`src/rtl/bp_be_pkg.sv`:
```
// Back-end shared package: global widths, the PC the back end expects
// after reset, and the instruction-queue entry layout.
package bp_be_pkg;

  localparam int bp_be_itag_width_gp = 8;
  localparam int bp_vaddr_width_gp   = 39;
  localparam int bp_instr_width_gp   = 32;

  // First PC the front end delivers after reset.
  localparam logic [bp_vaddr_width_gp-1:0] bp_pc_entry_point_gp = 39'h00_8000_0124;

  // One queue slot at the default widths. The queue module packs the same
  // fields in the same order ({pc, instr, itag}) for any width configuration.
  typedef struct packed {
    logic [bp_vaddr_width_gp-1:0]   pc;
    logic [bp_instr_width_gp-1:0]   instr;
    logic [bp_be_itag_width_gp-1:0] itag;
  } bp_be_instr_queue_entry_s;

endpackage

```
`src/rtl/bp_be_instr_queue_mem.sv`:
```
// 1R1W register array backing the instruction queue; asynchronous read,
// write on the rising edge. Contents are not reset.
module bp_be_instr_queue_mem
  import bp_be_pkg::*;
#(
  parameter int els_p   = 4,
  parameter int width_p = $bits(bp_be_instr_queue_entry_s),
  localparam int addr_w_lp = $clog2(els_p)
) (
  input  logic                 clk_i,
  input  logic                 w_v_i,
  input  logic [addr_w_lp-1:0] w_addr_i,
  input  logic [width_p-1:0]   w_data_i,
  input  logic [addr_w_lp-1:0] r_addr_i,
  output logic [width_p-1:0]   r_data_o
);

  logic [width_p-1:0] mem_q [els_p];

  // Storage write; no reset since occupancy is tracked by the queue.
  always_ff @(posedge clk_i) begin
    if (w_v_i) mem_q[w_addr_i] <= w_data_i;
  end

  assign r_data_o = mem_q[r_addr_i];

endmodule

```
`src/rtl/bp_be_instr_queue.sv`:
```
// Back-end instruction queue: filters fetch packets against an expected PC,
// tags stored packets with a wrapping 8-bit itag and issues in order.
// Optional macro BP_BE_INSTR_QUEUE_BYPASS_EN: when the queue is empty a
// storable packet is presented on the issue port in the same cycle.
module bp_be_instr_queue
  import bp_be_pkg::*;
#(
  parameter int els_p         = 4,
  parameter int vaddr_width_p = 39,
  parameter int instr_width_p = 32,
  localparam int ptr_w_lp     = $clog2(els_p),
  localparam int cnt_w_lp     = $clog2(els_p+1),
  localparam int entry_w_lp   = vaddr_width_p + instr_width_p + bp_be_itag_width_gp
) (
  input  logic                           clk_i,
  input  logic                           reset_n_i,
  input  logic                           fe_v_i,
  input  logic [vaddr_width_p-1:0]       fe_pc_i,
  input  logic [instr_width_p-1:0]       fe_instr_i,
  output logic                           fe_ready_o,
  output logic                           issue_v_o,
  output logic [vaddr_width_p-1:0]       issue_pc_o,
  output logic [instr_width_p-1:0]       issue_instr_o,
  output logic [bp_be_itag_width_gp-1:0] issue_itag_o,
  input  logic                           issue_yumi_i,
  input  logic                           flush_i,
  input  logic [vaddr_width_p-1:0]       redirect_pc_i,
  output logic [cnt_w_lp-1:0]            count_o
);

  logic [cnt_w_lp-1:0]            count_q, count_d;
  logic [ptr_w_lp-1:0]            head_q, head_d, tail_q, tail_d;
  logic [vaddr_width_p-1:0]       exp_pc_q, exp_pc_d;
  logic [bp_be_itag_width_gp-1:0] itag_q, itag_d;

  logic                  empty, store, write_v, deq_v;
  logic [entry_w_lp-1:0] w_data, r_data;

  assign empty      = (count_q == '0);
  assign fe_ready_o = (count_q < cnt_w_lp'(els_p));
  assign count_o    = count_q;

  // A packet is stored only if accepted, on the expected path, and not flushed.
  assign store  = fe_v_i & fe_ready_o & ~flush_i & (fe_pc_i == exp_pc_q);
  assign w_data = {fe_pc_i, fe_instr_i, itag_q};

`ifdef BP_BE_INSTR_QUEUE_BYPASS_EN
  // Empty queue forwards the incoming packet; if consumed now it is never written.
  always_comb begin
    write_v   = store & ~(empty & issue_yumi_i);
    deq_v     = issue_yumi_i & ~empty & ~flush_i;
    issue_v_o = ~empty | store;
    {issue_pc_o, issue_instr_o, issue_itag_o} = empty ? w_data : r_data;
  end
`else
  // Issue strictly from storage: one cycle from store to visibility.
  always_comb begin
    write_v   = store;
    deq_v     = issue_yumi_i & ~empty & ~flush_i;
    issue_v_o = ~empty;
    {issue_pc_o, issue_instr_o, issue_itag_o} = r_data;
  end
`endif

  // Next-state for occupancy, pointers, expected PC and itag counter.
  always_comb begin
    count_d  = count_q;
    head_d   = head_q;
    tail_d   = tail_q;
    exp_pc_d = exp_pc_q;
    itag_d   = itag_q;
    if (flush_i) begin
      count_d  = '0;
      head_d   = '0;
      tail_d   = '0;
      exp_pc_d = redirect_pc_i;
    end else begin
      if (store) begin
        exp_pc_d = exp_pc_q + vaddr_width_p'(4);
        itag_d   = itag_q + 1'b1;
      end
      if (write_v) tail_d = tail_q + 1'b1;
      if (deq_v)   head_d = head_q + 1'b1;
      case ({write_v, deq_v})
        2'b10:   count_d = count_q + 1'b1;
        2'b01:   count_d = count_q - 1'b1;
        default: count_d = count_q;
      endcase
    end
  end

  // State registers with asynchronous active-low reset.
  always_ff @(posedge clk_i or negedge reset_n_i) begin
    if (!reset_n_i) begin
      count_q  <= '0;
      head_q   <= '0;
      tail_q   <= '0;
      exp_pc_q <= vaddr_width_p'(bp_pc_entry_point_gp);
      itag_q   <= '0;
    end else begin
      count_q  <= count_d;
      head_q   <= head_d;
      tail_q   <= tail_d;
      exp_pc_q <= exp_pc_d;
      itag_q   <= itag_d;
    end
  end

  bp_be_instr_queue_mem #(
    .els_p   (els_p),
    .width_p (entry_w_lp)
  ) mem (
    .clk_i    (clk_i),
    .w_v_i    (write_v),
    .w_addr_i (tail_q),
    .w_data_i (w_data),
    .r_addr_i (head_q),
    .r_data_o (r_data)
  );

endmodule

```
`config.mk`:
```
export PLATFORM = sky130hd
export DESIGN_NAME = bp_be_instr_queue
export DESIGN_NICKNAME = d
export VERILOG_FILES = /design/src/rtl/bp_be_pkg.sv /design/src/rtl/bp_be_instr_queue_mem.sv /design/src/rtl/bp_be_instr_queue.sv
export SDC_FILE = /design/constraint.sdc
export NUM_CORES = 1
export LEC_CHECK = 0
export CORE_MARGIN = 5
export CORE_UTILIZATION = 45
export CTS_CLUSTER_SIZE = 28
export DETAILED_ROUTE_END_ITERATION = 8
export HOLD_SLACK_MARGIN = 0.06
export PLACE_DENSITY = 0.78
export SKIP_CTS_REPAIR_TIMING = 1
export SLEW_MARGIN = 20
export SYNTH_ARGS = -nofsm -noshare
export SYNTH_HDL_FRONTEND = slang
export SYNTH_SLANG_ARGS = --single-unit
```
`constraint.sdc`:
```
create_clock -name clk_i -period 3.75 [get_ports clk_i]
set_input_delay 0.75 -clock clk_i [delete_from_list [all_inputs] [get_ports clk_i]]
set_output_delay 0.75 -clock clk_i [all_outputs]
set_load 0.005 [all_outputs]
```
==> metrics.txt <==
power share of the clock group between 40% and 50%; placer congestion estimate approximately 0.85; fillers approximately 2500; Final period util 88.54%; final hold violations 0; max cap viols 0; Clock Tree Buf Depth 3; Synth Area in Compound Gates under 10%; grt total ovfl 0; Placement Cell Area approximately 18000 µm²; combinational family with the most area after synthesis multiplexers; CTS tree done; Clock Skew approximately 0.010 ns; critical path endpoint category flip-flop; Leak 6.496 nW; met1 global-route usage 26.40%; Row Count 67; area of the multi-input gates 3996 µm²; GRT met2 Usage just under 30%; starting density of the core 45.33%; CP Launch Type primary input; mux cell area share after synthesis around 12%; mean number of vias per cell 5.539; TritonCTS Buffers 38; share of layout cells above drive strength 1 a little under a fifth; routed length per placed instance 22.36 µm; area fraction of the dominant cell type after synthesis 62.90%; fraction of the yosys area taken by sequential cells a little under three quarters; Critical Path RT approximately 4.2 ns; Slew HR around three fifths; die height between 150 and 200 µm; synth warn 0; worst setup path class in2reg; Yosys top cell by area edfxtp_1; switch share 20.30%; slowest stage delay, CP a little under 0.6 ns; met3 Usage GRT 4.105%; worst ir drop on vdd ~0.4 mV; top cells by area, synth edfxtp_1 (63%), mux4_2 (12%), dfrtp_1 (8.3%); Iteration-0 DRC Markers about 630; Post-Syn Area per Cell about 18 µm²; Seq pwr share between 50% and 60%; Worst Hold Class in2async; Crit path buffers/inverters 2; CTS clk-pin slew, worst paths 0.06 ns; largest fanout on the critical path 5; clk_lat worst skew ~0.51 ns; final setup fails 0; final core occ 57.63%; Worst Path Arrival roughly 3.8 ns; FF+latch count, synth 370; cells along the critical path clkdlybuf4s50_1, xor2_1, nor4_1, buf_4, nand4_1, o31ai_2, nor2_1, fa_1, or4b_2, nand3_1; Simple-Gate Fraction of Synth Area 5.698%; Post-Synth Adder-Cell Area less than 1%; drt drc 0; total track usage between 10% and 20%; WL final approximately 35000 µm; vias after detailed routing approximately 8600; first-pass GRT wire length ~53000 µm; post-DP HPWL around 24000 µm; Slew @ Worst Pin 0.5939 ns; synth unique cells 50; status finished clean; antenna violations before repair 4; CP max stage cell or4b_2; Buffers on Ports between 150 and 200; combinational share of power roughly 4.5%; Layout area overhead 27.15%; clk root buf clkbuf_16; Mapped Area approximately 15000 µm²; syn_nets around 960; vias in the first global route ~8900; 1st-pass router iterations 5; Power Dens Cells about 440 nW/µm²; cell family with most CP delay simple AND/OR/NAND/NOR gates; gr busiest metal met2; nets@finish about 1200; Ports about 200; P_int 6.726 mW; htree depth 2; final instance area roughly 19000 µm²; largest net degree at the start of global routing 56; Syn Inst Count around 840; core footprint ~33000 µm²; Routed Antenna Nets 0; Max Slew Vio Count 0; CTS sink cnt 370; Die Area around 37000 µm²; Die X-Extent slightly below 200 µm; Synth Area in XOR/XNOR about 3.4%; Sw Pwr around 1.7 mW; Final Critical Period roughly 3.3 ns; f_max about 300 MHz; area occupied by registers between 10000 and 15000 µm²; RSZ-0062 raised after global routing no
-- worst register-to-register path, delay by kind of cell (launching register included) --
family,cells,cell delay (ns)
simple gates,5,1.27
flops,1,0.59
fa+ha+maj,1,0.49
compound gates,1,0.36
buf+inv,1,0.18
xor+xnor,1,0.08
-- power by group through the flow --
stage | clock [mW] | combinational, mW | sequential, mW
2_1_floorplan | 0 | 0.143 | 4.63
3_3_place_gp | 0 | 0.364 | 4.64
3_5_place_dp | 0 | 0.375 | 4.65
4_1_cts | 3.59 | 0.378 | 4.56
5_1_grt | 3.77 | 0.410 | 4.57
6_report | 3.50 | 0.380 | 4.56
-- cell usage in the layout (no fill, tap or decap), types with 4 or more instances in the layout --
master	synthesis	layout
nor4_1	22	22
a21o_1	13	13
clkdlybuf4s50_1	0	196
ha_1	6	6
o31ai_1	5	4
clkbuf_16	0	39
mux4_2	79	79
o41ai_1	8	8
xor2_1	43	43
nand2_1	43	43
xnor2_1	13	13
nor2_1	30	30
dfrtp_1	50	48
edfxtp_1	316	316
buf_12	0	18
o21a_1	5	5
o21ai_0	33	33
and3_1	7	7
and2_4	0	4
clkbuf_1	22	11
clkinv_1	0	7
buf_4	0	27
nor3_1	9	8
a21boi_0	5	5
dfstp_2	4	4
nand3_1	18	18
nand4_1	15	15
inv_1	20	20
a32oi_1	6	6
a22oi_1	6	6
-- metrics by stage --
| stage | hold slack, ns | setup WS [ns] | total power [mW] | instances | TNS (ns) |
|---|---|---|---|---|---|
| floorplan | 0.4544 | 0.1408 | 4.770 | 837 | 0 |
| global placement | 0.5113 | -0.09563 | 5.008 | 1488 | -0.09563 |
| detailed placement | 0.5167 | -0.1008 | 5.023 | 1488 | -0.1008 |
| CTS | 0.4217 | 0.3487 | 8.532 | 1555 | 0 |
| global route | 0.1267 | 0.2712 | 8.746 | 1559 | 0 |
| finish | 0.1316 | 0.4299 | 8.439 | 1559 | 0 |
-- cell usage after synthesis (all sizes together) --
cell type	instances
nor2	30
o41ai	10
a221o	1
mux4	79
ha	6
a31oi	1
o21a	5
xnor3	1
nand2b	1
a22oi	6
a211o	2
clkbuf	22
a21boi	5
a32o	1
nand4b	2
a21o	13
a32oi	6
o31ai	5
o21ai	35
nor3b	2
nand4	16
nor4	24
fa	1
xnor2	13
nor3	10
and2	7
nand2	43
o221ai	1
xor2	43
and3	7
dfstp	4
or4b	2
nand3	18
inv	20
o31a	2
a21bo	3
edfxtp	316
buf	17
dfrtp	50
mux2i	1
mux2	3
or3	3
-- final cells by class --
| type | instances | share of cell area, % |
|---|---|---|
| Antenna cell | 3 | 0.03914 |
| Clock inverter | 14 | 0.4958 |
| Tap cell | 448 | 2.922 |
| Sequential cell | 370 | 56.58 |
| Multi-Input combinational cell | 408 | 20.83 |
| Clock buffer | 53 | 5.519 |
| Timing Repair Buffer | 243 | 13.22 |
| Inverter | 20 | 0.3914 |
-- path summary, 6_finish.rpt --
path / start / endpoint / slack [ns] / depth (start not counted)
worst max-delay path: fe_pc_i[0] / count_o[1] / 0.43 / 10
worst min-delay path: reset_n_i / itag_q[6] / 0.13 / 1
worst max register to register: exp_pc_q[2] / count_o[1] / 0.71 / 9
worst min register to register: exp_pc_q[1] / exp_pc_q[1] / 0.53 / 1
max in group asynchronous: reset_n_i / exp_pc_q[31] / 2.80 / 3
min in group clk_i: exp_pc_q[1] / exp_pc_q[1] / 0.53 / 1
-- metal layers --
| metal | wire length, µm | vias up |
|---|---|---|
| met5 | 7 | - |
| met4 | 759 | 2 |
| met3 | 2648 | 47 |
| met2 | 16590 | 336 |
| met1 | 14860 | 4416 |
| li1 | - | 3835 |
-- state kept, by name, indices dropped and copies added, names as in the netlist --
register and count:
head_q 2, exp_pc_q 39, mem.mem_q 316, count_o 3
itag_q 8, tail_q 2
-- cell families (layout without fill, tap and decap cells) --
group                    Yosys count  count (layout)
AO/OA/AOI/OAI                     96              96
XOR/XNOR                          57              57
adder cells (fa/ha/maj)            7               7
buffers and inverters             59             330
flip-flops                       370             370
multiplexers                      83              83
other                              0               3
AND/OR/NAND/NOR                  165             165
Note: power is estimated with default switching activity, not from simulation.
